==> src/rtl/res_arb_pkg.sv <==
// Shared constants and types for the result-RAM arbiter.
// Provides RAM geometry, requester identifiers and the read-tag entry.
package res_arb_pkg;

    localparam int ADDR_W = 14;
    localparam int DATA_W = 8;

    typedef enum logic [1:0] {
        PORT_NONE = 2'd0,
        PORT_A    = 2'd1,
        PORT_B    = 2'd2
    } port_e;

    typedef struct packed {
        logic  valid;
        port_e port;
    } tag_t;

endpackage

==> src/rtl/res_arb_pick.sv <==
// Two-way grant picker with round-robin or fixed priority and owner lock.
// Ports: clk, reset (async active-low), a/b_req, a/b_lock in; a/b_gnt out.
module res_arb_pick
    import res_arb_pkg::*;
#(
    parameter bit PRIO_A = 1'b0
) (
    input  logic clk,
    input  logic reset,
    input  logic a_req,
    input  logic b_req,
    input  logic a_lock,
    input  logic b_lock,
    output logic a_gnt,
    output logic b_gnt
);

    port_e r_own;
    port_e r_last;
    logic  w_a_gnt;
    logic  w_b_gnt;

    // A locked owner excludes the other port even while it is idle.
    always_comb begin
        w_a_gnt = 1'b0;
        w_b_gnt = 1'b0;
        unique case (r_own)
            PORT_A: w_a_gnt = a_req;
            PORT_B: w_b_gnt = b_req;
            default: begin
                if (a_req && b_req) begin
                    if (PRIO_A || (r_last == PORT_B)) begin
                        w_a_gnt = 1'b1;
                    end else begin
                        w_b_gnt = 1'b1;
                    end
                end else begin
                    w_a_gnt = a_req;
                    w_b_gnt = b_req;
                end
            end
        endcase
    end

    always_ff @(posedge clk or negedge reset) begin
        if (!reset) begin
            r_own  <= PORT_NONE;
            r_last <= PORT_B;
        end else if (a_req && w_a_gnt) begin
            r_last <= PORT_A;
            r_own  <= a_lock ? PORT_A : PORT_NONE;
        end else if (b_req && w_b_gnt) begin
            r_last <= PORT_B;
            r_own  <= b_lock ? PORT_B : PORT_NONE;
        end
    end

    assign a_gnt = w_a_gnt;
    assign b_gnt = w_b_gnt;

endmodule

==> src/rtl/res_mem_arbiter.sv <==
// Shares the single-port result RAM between engine (A) and host (B).
// Ports: per-port req/wr/lock/addr/wdata in, gnt/rvalid/rdata out;
// registered RAM pins res_rd/res_wr/res_addr/res_do, res_di in; busy out.
module res_mem_arbiter #(
    parameter int ADDR_W = res_arb_pkg::ADDR_W,
    parameter int DATA_W = res_arb_pkg::DATA_W,
    parameter int RD_LAT = 1,
    parameter bit PRIO_A = 1'b0
) (
    input  logic              clk,
    input  logic              reset,
    input  logic              a_req,
    input  logic              a_wr,
    input  logic              a_lock,
    input  logic [ADDR_W-1:0] a_addr,
    input  logic [DATA_W-1:0] a_wdata,
    output logic              a_gnt,
    output logic              a_rvalid,
    output logic [DATA_W-1:0] a_rdata,
    input  logic              b_req,
    input  logic              b_wr,
    input  logic              b_lock,
    input  logic [ADDR_W-1:0] b_addr,
    input  logic [DATA_W-1:0] b_wdata,
    output logic              b_gnt,
    output logic              b_rvalid,
    output logic [DATA_W-1:0] b_rdata,
    output logic              res_rd,
    output logic              res_wr,
    output logic [ADDR_W-1:0] res_addr,
    output logic [DATA_W-1:0] res_do,
    input  logic [DATA_W-1:0] res_di,
    output logic              busy
);

    import res_arb_pkg::*;

    logic              w_a_gnt;
    logic              w_b_gnt;
    logic              w_xfer_a;
    logic              w_xfer_b;
    logic              w_wr;
    logic [ADDR_W-1:0] w_addr;
    logic [DATA_W-1:0] w_wdata;
    logic              w_busy;
    tag_t              w_tag_in;

    logic              r_res_rd;
    logic              r_res_wr;
    logic [ADDR_W-1:0] r_res_addr;
    logic [DATA_W-1:0] r_res_do;
    logic              r_a_rvalid;
    logic              r_b_rvalid;
    logic [DATA_W-1:0] r_a_rdata;
    logic [DATA_W-1:0] r_b_rdata;
    tag_t              r_tag [RD_LAT+1];

    res_arb_pick #(
        .PRIO_A (PRIO_A)
    ) u_pick (
        .clk    (clk),
        .reset  (reset),
        .a_req  (a_req),
        .b_req  (b_req),
        .a_lock (a_lock),
        .b_lock (b_lock),
        .a_gnt  (w_a_gnt),
        .b_gnt  (w_b_gnt)
    );

    assign w_xfer_a = a_req & w_a_gnt;
    assign w_xfer_b = b_req & w_b_gnt;
    assign w_wr     = w_xfer_a ? a_wr    : b_wr;
    assign w_addr   = w_xfer_a ? a_addr  : b_addr;
    assign w_wdata  = w_xfer_a ? a_wdata : b_wdata;

    always_comb begin
        w_tag_in.valid = (w_xfer_a | w_xfer_b) & ~w_wr;
        w_tag_in.port  = w_xfer_a ? PORT_A : PORT_B;
    end

    always_ff @(posedge clk or negedge reset) begin
        if (!reset) begin
            r_res_rd   <= 1'b0;
            r_res_wr   <= 1'b0;
            r_res_addr <= '0;
            r_res_do   <= '0;
        end else if (w_xfer_a || w_xfer_b) begin
            r_res_rd   <= ~w_wr;
            r_res_wr   <= w_wr;
            r_res_addr <= w_addr;
            if (w_wr) begin
                r_res_do <= w_wdata;
            end
        end else begin
            r_res_rd <= 1'b0;
            r_res_wr <= 1'b0;
        end
    end

    // Stage i holds the tag of the read issued i edges ago; the RAM data
    // for the tag at stage RD_LAT is on res_di during this cycle.
    always_ff @(posedge clk or negedge reset) begin
        if (!reset) begin
            for (int i = 0; i <= RD_LAT; i++) begin
                r_tag[i] <= '{valid: 1'b0, port: PORT_NONE};
            end
            r_a_rvalid <= 1'b0;
            r_b_rvalid <= 1'b0;
            r_a_rdata  <= '0;
            r_b_rdata  <= '0;
        end else begin
            r_tag[0] <= w_tag_in;
            for (int i = 1; i <= RD_LAT; i++) begin
                r_tag[i] <= r_tag[i-1];
            end
            r_a_rvalid <= r_tag[RD_LAT].valid
                        && (r_tag[RD_LAT].port == PORT_A);
            r_b_rvalid <= r_tag[RD_LAT].valid
                        && (r_tag[RD_LAT].port == PORT_B);
            if (r_tag[RD_LAT].valid && (r_tag[RD_LAT].port == PORT_A)) begin
                r_a_rdata <= res_di;
            end
            if (r_tag[RD_LAT].valid && (r_tag[RD_LAT].port == PORT_B)) begin
                r_b_rdata <= res_di;
            end
        end
    end

    always_comb begin
        w_busy = 1'b0;
        for (int i = 0; i <= RD_LAT; i++) begin
            w_busy = w_busy | r_tag[i].valid;
        end
    end

    assign a_gnt    = w_a_gnt;
    assign b_gnt    = w_b_gnt;
    assign a_rvalid = r_a_rvalid;
    assign b_rvalid = r_b_rvalid;
    assign a_rdata  = r_a_rdata;
    assign b_rdata  = r_b_rdata;
    assign res_rd   = r_res_rd;
    assign res_wr   = r_res_wr;
    assign res_addr = r_res_addr;
    assign res_do   = r_res_do;
    assign busy     = w_busy;

endmodule

==> config.mk <==
export PLATFORM = sky130hd
export DESIGN_NAME = res_mem_arbiter
export DESIGN_NICKNAME = d
export VERILOG_FILES = /design/src/rtl/res_arb_pkg.sv /design/src/rtl/res_arb_pick.sv /design/src/rtl/res_mem_arbiter.sv
export SDC_FILE = /design/constraint.sdc
export NUM_CORES = 1
export LEC_CHECK = 0
export BUFFER_PORTS_ARGS = -buffer_cell sky130_fd_sc_hd__buf_2
export CORE_MARGIN = 4
export CORE_UTILIZATION = 46
export CTS_BUF_LIST = sky130_fd_sc_hd__clkbuf_16
export DETAILED_ROUTE_END_ITERATION = 8
export PLACE_DENSITY = 0.8
export SLEW_MARGIN = 20
export SYNTH_ARGS = -nofsm -noshare
export SYNTH_HDL_FRONTEND = slang
export SYNTH_SLANG_ARGS = --single-unit
export TNS_END_PERCENT = 5
==> constraint.sdc <==
create_clock -name clk -period 2.25 [get_ports clk]
set_input_delay 0.5625 -clock clk [delete_from_list [all_inputs] [get_ports clk]]
set_output_delay 0.5625 -clock clk [all_outputs]
set_load 0.005 [all_outputs]
Word level (Yosys, flattened, before mapping)
Index checks and enable logic that the tools add are counted.
{"block": "word_totals", "wordCells": 51, "rom_bits": 0, "latchBits": 0, "out_inout_bits": 45, "regBits": 52, "in_bits": 60, "n_memories": 0, "mem_bits_rw": 0}
{"block": "op_classes", "n_addsub": 0, "muxes": 18, "div": 0, "order_cmp": 0, "reduce_logical": 8, "shifts": 0, "eq_ne": 5, "n_mul": 0, "n_bitwise": 6}
{"cell": "$mux W14", "count": 1}
{"cell": "$mux W2", "count": 6}
{"cell": "$mux W1", "count": 8}
{"cell": "$mux W8", "count": 1}
{"cell": "$eq A2 B2 Y1 const B", "count": 3}
{"cell": "$logic_and A1 B1 Y1", "count": 5}
{"cell": "$eq A2 B1 Y1 const B", "count": 2}
{"cell": "$pmux W1 S2", "count": 2}
{"cell": "$and A1 B1 Y1", "count": 3}
{"cell": "$or A1 B1 Y1", "count": 2}
{"cell": "$reduce_and A2 Y1", "count": 1}
{"cell": "$reduce_bool A2 Y1", "count": 1}
{"cell": "$logic_or A1 B1 Y1", "count": 1}
{"cell": "$not A1 Y1", "count": 1}

Logic depth before layout (Yosys ltp)
{"block": "depth", "ltp_word": 8, "ltp_mapped": 8, "ltp_nobuf": 7}

Cells and area by module
Synthesis repeated with hierarchy kept, for this count alone.
{"block": "hier_totals", "cells_unflattened": 163, "area_unflattened_um2": 2128.3}
{"mod": "res_mem_arbiter", "seq_area_each_um2": 1176.1, "cells_per_inst": 139, "area_each_um2": 1883.1, "n_inst": 1}
{"mod": "res_arb_pick", "seq_area_each_um2": 101.3, "cells_per_inst": 24, "area_each_um2": 245.2, "n_inst": 1}

Worst setup path after synthesis
No wires, ideal clock.
{"block": "synth_path", "kind": "reg-to-reg", "start": "register u_pick.r_own[1]", "end": "register r_res_do[3], in the netlist res_do[3]", "required_ns": 2.125, "t_arrival_ns": 1.835, "period_less_slack_ns": 1.961, "setup_slack_ns": 0.289, "path_buffers": 1, "path_stages_with_launch": 7, "setup_time_ns": 0.125, "cell_sequence": "dfrtp_1 ha_1 nand2_2 o221ai_4 clkbuf_8 mux2_2 mux2_4"}
{"block": "synth_via", "elab_chain_cells": 5, "word_cells_on_any_way": 10, "cone_classes": "eq/ne (2); mux (4); bitwise (2); reduce/logical (2)"}
{"element": "start, declared", "line": "res_arb_pick.sv:18", "rtl": "port_e r_own;"}
{"element": "start signal, assigned", "line": "res_arb_pick.sv:51", "rtl": "r_own <= a_lock ? PORT_A : PORT_NONE;"}
{"element": "start signal, assigned", "line": "res_arb_pick.sv:54", "rtl": "r_own <= b_lock ? PORT_B : PORT_NONE;"}
{"element": "$eq A2 B2 Y1 or $eq A2 B1 Y1 (tied branches)", "line": "res_arb_pick.sv:27", "rtl": "unique case (r_own)"}
{"element": "$pmux W1 S2", "line": "res_arb_pick.sv:27"}
{"element": "$and A1 B1 Y1, on equally long branches", "line": "res_mem_arbiter.sv:71, res_mem_arbiter.sv:72"}
{"element": "$mux W1 or $logic_or A1 B1 Y1 (tied branches)", "line": "res_mem_arbiter.sv:73, res_mem_arbiter.sv:88"}
{"element": "$reduce_and A2 Y1 (no line)"}
{"element": "end signal, assigned", "line": "res_mem_arbiter.sv:93", "rtl": "r_res_do <= w_wdata;"}
{"element": "end, declared", "line": "res_mem_arbiter.sv:51", "rtl": "logic [DATA_W-1:0] r_res_do;"}
Parallel ways exist; a longest one is shown, timed or not.
A chain may end at the register's enable or synchronous reset.

Worst setup path after layout
{"block": "layout_path", "start": "register u_pick.r_own[0]", "end": "output b_gnt"}
{"block": "layout_via", "elab_chain_cells": 2, "word_cells_on_any_way": 3, "cone_classes": "eq/ne (2); mux (1)"}
{"element": "$eq A2 B2 Y1 or $eq A2 B1 Y1 (tied branches)", "line": "res_arb_pick.sv:27"}
{"element": "$pmux W1 S2 (*)", "line": "res_arb_pick.sv:27"}
{"element": "end, declared", "line": "res_mem_arbiter.sv:25", "rtl": "output logic b_gnt,"}
Every way passes the cells marked *; elsewhere a longest branch is shown, timed or not.

==> results.txt <==
die width: 77.1 um
CP Launch Type: register
critical setup path kind: register to output pin
arrival time worst endpoint: 1570 ps
non-filler instance count after layout: 357
Leak: 1.59 nW
largest net degree at the start of global routing: 40
RSZ-0062 raised after global routing: false
first-pass GRT wire length: 8270 um
Port Buffers: 104
Final Util: 0.668
initial antenna violation count: 0
internal cell power: 2.82 mW
Clk pwr share: 0.203
DRT iter0 DRCs: 74
Primary FF master, synth: dfrtp_1
synth top area cells: dfrtp_1 (57%), nand2_1 (11%), mux2i_1 (6.8%)
Layout Nets: 366
drt pass-1 iters: 4
routed len/inst: 13.9 um
part of the power in registers: 0.383
most frequent cells in the layout: buf_2 (104), nand2_1 (66), dfrtp_1 (50), mux2i_1 (15), o21ai_0 (12)
multi-input logic area: 847 um^2
GPL Wtd Cong: 0.795
fin. max-slew vios: 0
gr ovfl total: 0
Synth cell types: 26
Syn Area/Cell: 11.4 um^2
switch share: 0.328
final hold violation count: 0
final number of setup-violating endpoints: 0
core area: 4470 um^2
post-layout min period: 2130 ps
slowest cell on the critical path: dfrtp_1
Yosys top cell area share: 0.569
Setup TNS: 0 ps
Starting Density: 0.491
vias in the first global route: 1,819
Overall Global Routing Usage: 0.172
Die H: 77.1 um
worst r2r dst: res_do[1]
CP Max Fanout: 5
area growth from synthesis to layout: 36.0%
status: finished, final reports clean
min-delay worst type: input port to async pin
Routed Antenna Nets: 0
Final Cell Area: 2990 um^2
IO Pins: 105
clock sinks: 51
FF-to-FF Start: u_pick.r_own[1]
Cell Chain, Critical Path: inv_1, ha_4, o21ai_1, a31oi_2, buf_2
Worst-path clk slew: 70 ps
VDD IR max: 0.783 mV
Async S/R FF share, synth: 1.00
slowest stage delay, CP: 390 ps
Reg2Reg Depth: 7
die area: 5950 um^2
final wirelength: 4960 um
Peak Freq: 0.469 GHz
Cell Area, Synth: 2200 um^2
TritonCTS clock tree: built
Syn. warnings: 0
Post-Synthesis Net Count: 255
# H-tree levels: 2
Seq. cell area: 1280 um^2
total power: 4.20 mW
CTS buffer count: 5
Post-Syn Instances: 193
R2R setup slack: 240 ps
Post-CTS Hold Fix Bufs: 0
CTS root buffer: clkbuf_16
Max-slew headroom: 0.730
share of layout cells above drive strength 1: 0.469
DRC errors left: 0
row count: 24
Via-to-Cell Ratio: 4.88
total of max-cap violations: 0
Fillers: 361
CTS max path bufs: 2
Clk Latency, worst-skew pair: 280 ps
area leader, netlist: dfrtp_1
Required @ worst endpoint: 1690 ps
most common cell after layout, fill and taps aside: buf_2
flops & latches, synth: 51
number of synthesized flops with an enable pin: 0
share of the yosys chip area belonging to registers: 0.581
Vias: 1,741
Final Skew: 5.42 ps
Setup crit end kind: output pin
Period Utilization, post-route: 0.947
Switching Power: 1.37 mW
Gate power share: 0.414
# diodes: 0
Slew @ Worst Pin: 405 ps
DP Area: 2790 um^2
Power Dens Cells: 1400 nW/um^2
post-DP HPWL: 3760 um
Placed Instances: 347
[power groups by stage]
stage	combinational [mW]	clock (mW)	sequential, mW
floorplan	1.03	0	1.63
global placement	1.67	0	1.61
detailed placement	1.72	0	1.62
CTS	1.74	0.867	1.61
global route	1.94	0.907	1.68
finish	1.74	0.851	1.61
[what timing repair did]
action	CTS	global route
gates resized for setup	1	1
pin swaps	1	0
endpoints found under the setup margin	2	1
hold endpoints to repair	0	0
buffers inserted	1	1
[layout make-up]
cell class | instances | share of cell area
flip-flops and latches | 51 | 0.427
repair buffers | 111 | 0.200
well taps | 52 | 0.0218
inverters | 8 | 0.0100
multi-input cells | 127 | 0.283
clock buffers | 5 | 0.0419
clock inverters | 3 | 0.0155
[cell usage after synthesis, drive strengths merged, types with 2 or more instances]
library cell   n
clkbuf         4
inv            6
o21ai         15
nand2         67
mux2          17
nand3b         2
mux2i         15
clkinv         2
buf            3
ha             2
dfrtp         50
[how the worst max path moves through the flow]
| stage | from | end | slack [ps] | cells after the start |
|---|---|---|---|---|
| detailed placement | u_pick.r_own[0] | res_do[1] | 150 | 7 |
| CTS | u_pick.r_own[1] | b_gnt | 20 | 4 |
| global placement | u_pick.r_own[0] | res_do[1] | 240 | 7 |
| floorplan | u_pick.r_own[1] | res_do[3] | 290 | 6 |
| finish | u_pick.r_own[0] | b_gnt | 120 | 5 |
| global route | u_pick.r_own[0] | b_gnt | 50 | 5 |
[metal layers]
layer / GRT usage / wire length (um)
met5: 0 / 0
met4: 0.0498 / 64
met3: 0.0527 / 387
met2: 0.307 / 2430
met1: 0.198 / 2080
[metrics by stage]
step | hold slack [ps] | worst slack (ps)
global route | 175 | 49.1
detailed placement | 340 | 150
CTS | 163 | 24.8
floorplan | 267 | 289
finish | 158 | 120
global placement | 335 | 239
[state kept, by name (all words and copies together), names as in the netlist]
| name | count |
|---|---|
| res_addr | 14 |
| a_rdata | 8 |
| res_do | 8 |
| b_rvalid | 1 |
| u_pick.r_own | 2 |
| res_wr | 1 |
| u_pick.r_last | 2 |
| res_rd | 1 |
| a_rvalid | 1 |
| r_tag | 5 |
| b_rdata | 8 |
[logic make-up after synthesis]
kind of cell,count (synthesis),share of synthesized area
AO/OA/AOI/OAI,21,0.0615
adder cells (fa/ha/maj),2,0.0114
buffers and inverters,15,0.0421
AND/OR/NAND/NOR,72,0.133
flip-flops,51,0.581
multiplexers,32,0.171
[critical path, delay by kind of cell, from the launching register on]
kind | cells | cell delay (ps)
compound gates | 2 | 380
buf+inv | 2 | 280
fa+ha+maj | 1 | 240
flops | 1 | 390
(Power assumes the default switching activity.)
